### src/rtl/atm_session_initiator.sv
// atm_session_initiator: keypad front end collecting account/PIN/menu/amount and issuing requests to the account core.
// Define ATM_LOCKOUT_EN to build the LOCKED state entered after MAX_TRIES consecutive AUTH failures.
module atm_session_initiator #(
   parameter int AMT_DIGITS  = 5,
   parameter int TIMEOUT_CYC = 1000000,
   parameter int MAX_TRIES   = 3
) (
   input  logic        clk,
   input  logic        rst_n,
   input  logic        key_valid,
   input  logic [3:0]  key_code,
   output logic        req_valid,
   input  logic        req_ready,
   output logic [2:0]  req_op,
   output logic [11:0] req_acc,
   output logic [3:0]  req_pin,
   output logic [31:0] req_amount,
   input  logic        rsp_valid,
   input  logic        rsp_error,
   input  logic [15:0] rsp_balance,
   output logic [15:0] disp_balance,
   output logic        logged_in,
   output logic        err_pulse,
   output logic        busy,
   output logic        locked
);
   localparam logic [2:0] OP_AUTH = 3'b000, OP_BAL = 3'b011, OP_WDR = 3'b100, OP_DEP = 3'b101, OP_EXIT = 3'b110;
   localparam logic [3:0] K_ENT = 4'hA, K_CLR = 4'hB, K_CAN = 4'hC;
   localparam int TW = $clog2(TIMEOUT_CYC + 1);
   localparam int FW = $clog2(MAX_TRIES + 1);
   localparam int CW = $clog2(AMT_DIGITS + 1);

   typedef enum logic [2:0] {IDLE, ACC, PIN, MENU, AMT, REQ, WAIT
`ifdef ATM_LOCKOUT_EN
      , LOCKED
`endif
   } state_t;

   state_t        state, state_nxt;
   logic [11:0]   acc, acc_nxt;
   logic          acc_has, acc_has_nxt, pin_has, pin_has_nxt;
   logic [3:0]    pin, pin_nxt;
   logic [15:0]   amt, amt_nxt, disp_nxt;
   logic [CW-1:0] amt_cnt, amt_cnt_nxt;
   logic [2:0]    op, op_nxt;
   logic          logged_nxt, err_nxt;
   logic [FW-1:0] fail_cnt, fail_nxt;
   logic [TW-1:0] tmo_cnt;
   logic [16:0]   acc_mul;
   logic [19:0]   amt_mul;
   logic          is_dig, entry, key_act, tmo_hit;

   assign acc_mul = 17'(acc) * 17'd10 + 17'(key_code);
   assign amt_mul = 20'(amt) * 20'd10 + 20'(key_code);
   assign is_dig  = key_code <= 4'd9;
   assign entry   = state inside {ACC, PIN, MENU, AMT};
   assign key_act = key_valid && key_code <= K_CAN && (entry || state == IDLE);
   assign tmo_hit = entry && !key_act && tmo_cnt == TW'(TIMEOUT_CYC - 1);

   always_ff @(posedge clk or negedge rst_n)
      if (!rst_n) state <= IDLE;
      else state <= state_nxt;

   // A key pressed in the timeout cycle takes priority over the timeout.
   always_comb begin
      state_nxt   = state;
      acc_nxt     = acc;
      acc_has_nxt = acc_has;
      pin_nxt     = pin;
      pin_has_nxt = pin_has;
      amt_nxt     = amt;
      amt_cnt_nxt = amt_cnt;
      op_nxt      = op;
      logged_nxt  = logged_in;
      disp_nxt    = disp_balance;
      fail_nxt    = fail_cnt;
      err_nxt     = 1'b0;
      if (key_act) begin
         case (state)
            IDLE: if (is_dig) begin
               state_nxt   = ACC;
               acc_nxt     = 12'(key_code);
               acc_has_nxt = 1'b1;
               pin_nxt     = '0;
               pin_has_nxt = 1'b0;
            end
            ACC:
               if (is_dig) begin
                  if (acc_mul > 17'd4095) err_nxt = 1'b1;
                  else begin
                     acc_nxt     = acc_mul[11:0];
                     acc_has_nxt = 1'b1;
                  end
               end else if (key_code == K_ENT) begin
                  if (acc_has) state_nxt = PIN;
                  else err_nxt = 1'b1;
               end else if (key_code == K_CLR) begin
                  acc_nxt     = '0;
                  acc_has_nxt = 1'b0;
               end else begin
                  state_nxt   = IDLE;
                  acc_nxt     = '0;
                  acc_has_nxt = 1'b0;
               end
            PIN:
               if (is_dig) begin
                  pin_nxt     = key_code;
                  pin_has_nxt = 1'b1;
               end else if (key_code == K_ENT) begin
                  if (pin_has) begin
                     state_nxt = REQ;
                     op_nxt    = OP_AUTH;
                  end else err_nxt = 1'b1;
               end else if (key_code == K_CLR) begin
                  pin_nxt     = '0;
                  pin_has_nxt = 1'b0;
               end else begin
                  state_nxt   = IDLE;
                  acc_nxt     = '0;
                  acc_has_nxt = 1'b0;
                  pin_nxt     = '0;
                  pin_has_nxt = 1'b0;
               end
            MENU:
               if (key_code == 4'd3 || key_code == 4'd6 || key_code == K_CAN) begin
                  state_nxt = REQ;
                  op_nxt    = key_code == 4'd3 ? OP_BAL : OP_EXIT;
               end else if (key_code == 4'd4 || key_code == 4'd5) begin
                  state_nxt   = AMT;
                  op_nxt      = key_code == 4'd4 ? OP_WDR : OP_DEP;
                  amt_nxt     = '0;
                  amt_cnt_nxt = '0;
               end else if (key_code != K_CLR) err_nxt = 1'b1;
            AMT:
               if (is_dig) begin
                  if (amt_cnt == CW'(AMT_DIGITS) || amt_mul > 20'd65535) err_nxt = 1'b1;
                  else begin
                     amt_nxt     = amt_mul[15:0];
                     amt_cnt_nxt = amt_cnt + 1'b1;
                  end
               end else if (key_code == K_ENT) begin
                  if (amt_cnt != '0) state_nxt = REQ;
                  else err_nxt = 1'b1;
               end else if (key_code == K_CLR) begin
                  amt_nxt     = '0;
                  amt_cnt_nxt = '0;
               end else begin
                  state_nxt = REQ;
                  op_nxt    = OP_EXIT;
               end
            default: ;
         endcase
      end else if (tmo_hit) begin
         err_nxt = 1'b1;
         if (state == ACC || state == PIN) begin
            state_nxt   = IDLE;
            acc_nxt     = '0;
            acc_has_nxt = 1'b0;
            pin_nxt     = '0;
            pin_has_nxt = 1'b0;
         end else begin
            state_nxt = REQ;
            op_nxt    = OP_EXIT;
         end
      end else if (state == REQ && req_ready) state_nxt = WAIT;
      else if (state == WAIT && rsp_valid) begin
         if (op == OP_EXIT) begin
            state_nxt   = IDLE;
            logged_nxt  = 1'b0;
            disp_nxt    = '0;
            acc_nxt     = '0;
            acc_has_nxt = 1'b0;
            pin_nxt     = '0;
            pin_has_nxt = 1'b0;
            amt_nxt     = '0;
            amt_cnt_nxt = '0;
         end else if (op == OP_AUTH) begin
            if (rsp_error) begin
               err_nxt     = 1'b1;
               fail_nxt    = fail_cnt == FW'(MAX_TRIES) ? fail_cnt : fail_cnt + 1'b1;
               acc_nxt     = '0;
               acc_has_nxt = 1'b0;
               pin_nxt     = '0;
               pin_has_nxt = 1'b0;
               state_nxt   = IDLE;
`ifdef ATM_LOCKOUT_EN
               if (fail_cnt == FW'(MAX_TRIES - 1)) state_nxt = LOCKED;
`endif
            end else begin
               logged_nxt = 1'b1;
               fail_nxt   = '0;
               state_nxt  = MENU;
            end
         end else begin
            state_nxt = MENU;
            if (rsp_error) err_nxt = 1'b1;
            else disp_nxt = rsp_balance;
         end
      end
   end

   always_comb begin
      req_valid = state == REQ;
      busy      = state == REQ || state == WAIT;
`ifdef ATM_LOCKOUT_EN
      locked    = state == LOCKED;
`else
      locked    = 1'b0;
`endif
   end

   assign req_op     = op;
   assign req_acc    = acc;
   assign req_pin    = pin;
   assign req_amount = {16'd0, amt};

   // Timeout counter saturates rather than wrapping.
   always_ff @(posedge clk or negedge rst_n)
      if (!rst_n) begin
         acc          <= '0;
         acc_has      <= 1'b0;
         pin          <= '0;
         pin_has      <= 1'b0;
         amt          <= '0;
         amt_cnt      <= '0;
         op           <= '0;
         logged_in    <= 1'b0;
         disp_balance <= '0;
         err_pulse    <= 1'b0;
         fail_cnt     <= '0;
         tmo_cnt      <= '0;
      end else begin
         acc          <= acc_nxt;
         acc_has      <= acc_has_nxt;
         pin          <= pin_nxt;
         pin_has      <= pin_has_nxt;
         amt          <= amt_nxt;
         amt_cnt      <= amt_cnt_nxt;
         op           <= op_nxt;
         logged_in    <= logged_nxt;
         disp_balance <= disp_nxt;
         err_pulse    <= err_nxt;
         fail_cnt     <= fail_nxt;
         tmo_cnt      <= (!entry || key_act) ? '0 : tmo_cnt == TW'(TIMEOUT_CYC - 1) ? tmo_cnt : tmo_cnt + 1'b1;
      end
endmodule
### config.mk
export PLATFORM = sky130hd
export DESIGN_NAME = atm_session_initiator
export DESIGN_NICKNAME = d
export VERILOG_FILES = /design/src/rtl/atm_session_initiator.sv
export SDC_FILE = /design/constraint.sdc
export NUM_CORES = 1
export LEC_CHECK = 0
export CAP_MARGIN = 40
export CELL_PAD_IN_SITES_DETAIL_PLACEMENT = 1
export CELL_PAD_IN_SITES_GLOBAL_PLACEMENT = 2
export CORE_MARGIN = 8
export CORE_UTILIZATION = 30
export DETAILED_ROUTE_END_ITERATION = 10
export GPL_TIMING_DRIVEN = 1
export PLACE_DENSITY = 0.87
export SLEW_MARGIN = 10
export SYNTH_ARGS = -nofsm -noshare
export SYNTH_HDL_FRONTEND = slang
export SYNTH_SLANG_ARGS = --single-unit
export TNS_END_PERCENT = 30
### constraint.sdc
create_clock -name clk -period 4.2 [get_ports clk]
set_input_delay 0.84 -clock clk [delete_from_list [all_inputs] [get_ports clk]]
set_output_delay 0.84 -clock clk [all_outputs]
set_load 0.05 [all_outputs]
==> results of run 1 <==
worst max-delay path by stage:
stage | slack [ps] | endpoint | startpoint | cells past startpoint
3_5_place_dp | -70 | amt[1] | amt[3] | 12
2_1_floorplan | 5 | amt[10] | amt[3] | 14
5_1_grt | 20 | acc_has | req_acc[1] | 14
4_1_cts | 100 | amt[1] | amt[3] | 12
3_3_place_gp | 120 | amt[1] | amt[3] | 12
6_report | 180 | amt[9] | amt[3] | 12
layer usage:
layer	share of wire [%]	GRT usage, %
met1	48	18.5
met2	47	23.3
met3	3.7	2.65
met4	1.1	3.82
met5	0	0
power by group:
group / switching (mW) / internal (mW) / leakage, nW
clock network: 0.365 / 0.534 / 0.160
registers: 0.194 / 0.931 / 1.09
logic: 1.17 / 0.654 / 2.24
total: 1.73 / 2.12 / 3.49
cells by family (layout without fill, tap and decap cells):
logic type,after synthesis,after routing,share of synthesized area [%]
buf+inv,56,132,4.76
other cells,1,17,0.0604
xor+xnor,51,51,7.19
fa+ha+maj,62,62,13.0
flops,81,81,32.6
compound gates,170,170,20.0
simple gates,254,254,20.3
mux,12,12,2.10
cell usage after synthesis (18+ instances only):
library cell and number:
nor2_1 62, xnor2_1 23, o21ai_0 45, nand3_1 18
clkbuf_1 19, buf_4 18, ha_1 58, a22o_1 26
xor2_1 28, a21oi_1 25, dfrtp_1 81, nand2_1 83
worst max-delay path, delay by kind of cell, from the launching register on:
| kind | cells | cell delay (ps) |
|---|---|---|
| compound gates | 6 | 1530 |
| fa+ha+maj | 3 | 1010 |
| simple gates | 2 | 610 |
| flops | 1 | 440 |
| mux | 1 | 310 |
registers in the layout, indices dropped and copies added (netlist names):
signal and cells:
disp_balance 16, req_pin 4, acc_has 1, amt_cnt 3, logged_in 1, req_op 3, tmo_cnt 20, pin_has 1
err_pulse 1, state 3, amt 16, req_acc 12
stage by stage:
step           hold WS (ps)  setup slack, ps  TNS, ps
2_1_floorplan           465             5.35        0
3_3_place_gp            461              120        0
3_5_place_dp            471            -74.9     -882
4_1_cts                 488              101        0
5_1_grt                 509             17.4        0
6_report                481              175        0
what timing repair did:
action | CTS | global route
endpoints found under the setup margin | 14 | 15
endpoints found under the hold margin | 0 | 0
buffers inserted | 0 | 2
hold buffers | 0 | 0
pin swaps | 0 | 1
gates resized for setup | 1 | 1
layout make-up:
cell class / count / area [um^2]
clock buffers: 9 / 225
clock inverters: 7 / 108
fillers: 2371 / 12600
inverters: 14 / 52.6
multi-input cells: 566 / 3950
flip-flops and latches: 81 / 2030
well taps: 270 / 338
repair buffers: 102 / 963
==> flow_summary.yaml, run 1 <==
critical_path:
  r2r.worst_path.cells: 12
  timing_worst_setup_path_type: "flop to flop"
  crit_slowest_cell: "fa_1"
  worstReg2RegStart: "amt[3]"
  path_cells: "ha_1 > ha_1 > fa_1 > a211oi_4 > o31ai_4 > o21a_1 > or3_1 > mux2_2 > a2111oi_4 > o211ai_4 > and2_4 > a22o_1"
  critical_path_capture_point_type: "flop"
  cp-start-kind: "flop"
  slack_of_the_worst_reg_to_reg_path_ps: 180
  worstPathRequired_ps: 4430
  r2r_end: "amt[9]"
  critPathMostFrequentCell: "ha_1"
  critical_path_peak_fanout: 14
  critPathArrivalTime_ps: 4260
  worst_path_largest_cell_delay_ps: 460
sta:
  layout_min_cycle_time_ps: 4020
  rsz0062_at_grt: "no"
  finalClockSkew_ps: 11.4
  fin_crit_sh_pct: 95.8
  report.final.setup_viol: 0
  timing_worst_slew_pin_value_ps: 852
  worst_relative_slew_slack_pct: 43.1
  fmax_mhz: 248
  report.final.hold_viol_count: 0
  drv_slew: 0
synth:
  seq_area_frac_synth_pct: 32.6
  synth-edff-count: 0
  synthDominantAreaCellType: "dfrtp_1"
  ys_top_cells_by_area: "dfrtp_1 33%, ha_1 12%, nand2_1 5.0%"
  mean_syn_cell_area_um2: 9.04
  synth-seq-cells: 81
  yosys.area.top_type_share_pct: 32.6
  synth_flop_cell: "dfrtp_1"
  syn_area_um2: 6210
  ys_types: 75
  yosysWarningCount: 0
  syn_inst: 687
  synth_async_sr_flop_share_pct: 100
layout:
  instances_no_fill: 1049
  fin_util_pct: 37.8
  leading_cell_types_in_the_layout_fill_and_taps_excluded: "83 x nand2_1, 80 x dfrtp_1, 79 x clkdlybuf4s50_1"
  design_area_um2: 7670
  final_nets: 862
  syn_to_final_growth_pct: 23.5
  antenna-diode-count: 0
  mostFrequentLayoutCell: "nand2_1"
  final_layout_size_suffix_gt1_share_pct: 8.22
worst_hold_path:
  min_path_type: "flop to flop"
  hold_path.startpoint: "disp_balance[11]"
  timing.hold.worst_path_depth: 2
  whs_endpoint: "disp_balance[11]"
floorplanning:
  die_area_um2: 25600
  placeable_core_area_um2: 20300
  die_w_um: 160
  die_height_um: 160
  ioPinCount: 98
  std_cell_rows: 52
  start_util_pct: 30.6
placed_design:
  dpl.hpwl_mm: 13.4
  post-place-cells: 1031
  gp_routability_congestion: 0.792
  port_buffer_count: 80
  post_dp_cell_area_um2: 7310
grt:
  maximum_number_of_pins_on_one_net_before_global_route_repair: 58
  antenna_found_initial: 0
  grt.total_usage_pct: 14.1
  globalRoute.totalOverflow: 0
  grt_first_pass_wirelength_mm: 30.0
  first_global_vias: 5740
power_and_ir_drop:
  finalPower_mw: 3.84
  peak_ir_drop_on_the_vdd_network_v: 0.000211
  cellLeakagePower_nw: 3.49
  power.density_cell_area_nw_per_um2: 501
clocking:
  cts_tree: "done"
  h-tree-depth: 3
  clock-root-buffer: "clkbuf_16"
  clk-insertion-delay-late_ps: 350
  cts_buffers: 9
  numClockSinks: 81
  clock_path_buffers: 2
  clk_pin_slew_worst_paths_ps: 70
run_status:
  run_status: "complete, no violations"
detailed_routing:
  drc_errors: 0
  drt.antenna.violating_nets: 0
  vias_per_cell: 5.12
  dr.first_iter.drc_count: 222
  via_count: 5367
  detail_route.first_pass.iterations: 4
  totalWireLength_mm: 17.6
  wire_per_inst_um: 16.8
job:
  timing.max_cap.violations: 0
Note: power is estimated with default switching activity, not from simulation.
==> run 2, diff against run 1 <==
--- a/config.mk
+++ b/config.mk
@@ -10,6 +10,7 @@
 export CELL_PAD_IN_SITES_GLOBAL_PLACEMENT = 2
 export CORE_MARGIN = 8
 export CORE_UTILIZATION = 30
+export CTS_CLUSTER_SIZE = 24
 export DETAILED_ROUTE_END_ITERATION = 10
 export GPL_TIMING_DRIVEN = 1
 export PLACE_DENSITY = 0.87
==> results of run 2 <==
No change in the layout: final DEF, timing and power equal those of run 1.
==> run 3, diff against run 2 <==
--- a/config.mk
+++ b/config.mk
@@ -6,14 +6,14 @@
 export NUM_CORES = 1
 export LEC_CHECK = 0
 export CAP_MARGIN = 40
-export CELL_PAD_IN_SITES_DETAIL_PLACEMENT = 1
-export CELL_PAD_IN_SITES_GLOBAL_PLACEMENT = 2
 export CORE_MARGIN = 8
-export CORE_UTILIZATION = 30
+export CORE_UTILIZATION = 50
+export CTS_BUF_LIST = sky130_fd_sc_hd__clkbuf_8
 export CTS_CLUSTER_SIZE = 24
 export DETAILED_ROUTE_END_ITERATION = 10
 export GPL_TIMING_DRIVEN = 1
-export PLACE_DENSITY = 0.87
+export PLACE_DENSITY = 0.88
+export SETUP_SLACK_MARGIN = 0.3
 export SLEW_MARGIN = 10
 export SYNTH_ARGS = -nofsm -noshare
 export SYNTH_HDL_FRONTEND = slang
==> flow_summary.yaml, run 3 (same netlist as run 1, synthesis figures left out) <==
run_status:
  run_status: "complete, no violations"
detailed_routing:
  totalWireLength_mm: 14.9
  drc_errors: 0
  detail_route.first_pass.iterations: 5
  vias_per_cell: 5.67
  dr.first_iter.drc_count: 389
  drt.antenna.violating_nets: 0
  via_count: 5384
  wire_per_inst_um: 15.7
critical_path:
  crit_slowest_cell: "dfrtp_2"
  critPathMostFrequentCell: "ha_4"
  worstPathRequired_ps: 4450
  r2r.worst_path.cells: 12
  cp-start-kind: "flop"
  critical_path_peak_fanout: 7
  critical_path_capture_point_type: "flop"
  critPathArrivalTime_ps: 4030
  path_cells: "ha_4 > ha_4 > fa_2 > a211oi_4 > o31ai_4 > o21a_1 > or3_1 > mux2_4 > a2111oi_4 > o211ai_4 > and2_4 > a22o_1"
  timing_worst_setup_path_type: "flop to flop"
  worst_path_largest_cell_delay_ps: 460
placed_design:
  dpl.hpwl_mm: 11.0
  post-place-cells: 922
  port_buffer_count: 80
  gp_routability_congestion: 0.868
floorplanning:
  start_util_pct: 51.5
  std_cell_rows: 40
  ioPinCount: 98
  die_height_um: 127
  die_area_um2: 16200
  placeable_core_area_um2: 12100
  die_w_um: 127
power_and_ir_drop:
  power.density_cell_area_nw_per_um2: 470
  p_int_mw: 1.89
  finalPower_mw: 3.54
  total_switching_power_mw: 1.65
  cellLeakagePower_nw: 3.44
  clockPowerShare_pct: 17.0
  comb_power_share_pct: 51.1
  proportion_of_total_power_due_to_net_switching_pct: 46.6
  seq_power_share_pct: 31.9
  peak_ir_drop_on_the_vdd_network_v: 0.000247
clocking:
  clk_pin_slew_worst_paths_ps: 90
  numClockSinks: 81
  h-tree-depth: 3
  clock_path_buffers: 2
  clock-root-buffer: "clkbuf_8"
  clk-insertion-delay-late_ps: 370
  cts_tree: "done"
  cts_buffers: 9
grt:
  grt_first_pass_wirelength_mm: 24.4
  maximum_number_of_pins_on_one_net_before_global_route_repair: 49
  grt.total_usage_pct: 18.0
  first_global_vias: 5098
  globalRoute.totalOverflow: 0
  antenna_found_initial: 0
layout:
  instances_no_fill: 949
  final_layout_size_suffix_gt1_share_pct: 9.86
  layout.filler_cells: 997
  syn_to_final_growth_pct: 21.2
  area.sequential_um2: 2030
  layout_top_registers: "tmo_cnt (20), amt (16), disp_balance (16)"
  max_flop_register: "tmo_cnt"
  antenna-diode-count: 0
  leading_cell_types_in_the_layout_fill_and_taps_excluded: "83 x nand2_1, 79 x clkdlybuf4s50_1, 77 x dfrtp_1"
  mostFrequentLayoutCell: "nand2_1"
  multi_input_area_um2: 4030
  final_nets: 864
  largest_register_ffs: 20
sta:
  drv_slew: 0
  rsz0062_at_grt: "yes"
  finalClockSkew_ps: 14.5
  layout_min_cycle_time_ps: 3780
  report.final.hold_viol_count: 0
  fmax_mhz: 265
  timing_worst_slew_pin_value_ps: 814
  fin_crit_sh_pct: 89.9
  report.final.setup_viol: 0
  worst_relative_slew_slack_pct: 45.6
  worst_hold_slack_ps: 419
  finalSetupTns_ps: 0
job:
  timing.max_cap.violations: 0
worst_hold_path:
  min_path_type: "input pin to async pin"
[run 3: path summary, 6_finish.rpt]
kind / startpoint / to / slack, ps
worst max register to register: amt[1] / amt[12] / 420
worst min-delay path: rst_n / req_acc[3] / 420
worst max-delay path: amt[1] / amt[12] / 420
worst min register to register: disp_balance[12] / disp_balance[12] / 490
max in group asynchronous: rst_n / tmo_cnt[9] / 3190
min in group clk: disp_balance[12] / disp_balance[12] / 490
[run 3: critical path, delay by kind of cell (launching register included)]
family	cells	cell delay [ps]
AOI/OAI and AO/OA	6	1440
muxes	1	280
DFF	1	460
and+or+nand+nor	2	630
adders and majority gates	3	860
[run 3: power groups by stage]
stage / sequential (mW) / combinational (mW) / clock, mW
final: 1.13 / 1.81 / 0.601
after floorplan: 1.45 / 0.949 / 0
after global placement: 1.13 / 1.73 / 0
after detailed placement: 1.14 / 1.76 / 0
after global routing: 1.15 / 1.96 / 0.650
after CTS: 1.12 / 1.77 / 0.614
[run 3: repair_timing]
action	in CTS	in global routing
buffers inserted	0	10
hold buffers	0	0
gates cloned	0	1
gates resized for setup	1	16
setup endpoints to repair	14	30
pin swaps	0	11
[run 3: metal layers]
layer,wire [um],GRT usage (%),vias to the layer above
met4,221,6.30,0
met5,0,0,-
met1,6790,23.8,2547
li1,-,-,2637
met3,934,3.37,19
met2,6950,28.8,181
[run 3: final cells by class]
class / count / share of cell area, %
multi-input cells: 567 / 53.5
repair buffers: 103 / 13.2
flip-flops and latches: 81 / 27.0
well taps: 168 / 2.79
clock buffers: 10 / 1.83
inverters: 14 / 0.698
clock inverters: 6 / 0.964
[run 3: per-stage QoR]
step | setup WS [ps] | utilization [%] | area, um^2
after floorplan | 293 | - | 6270
after global placement | 185 | 59.1 | 7130
after detailed placement | 60.5 | 59.3 | 7160
after CTS | 334 | 61.1 | 7370
after global routing | 179 | 62.4 | 7530
final | 422 | 62.4 | 7530
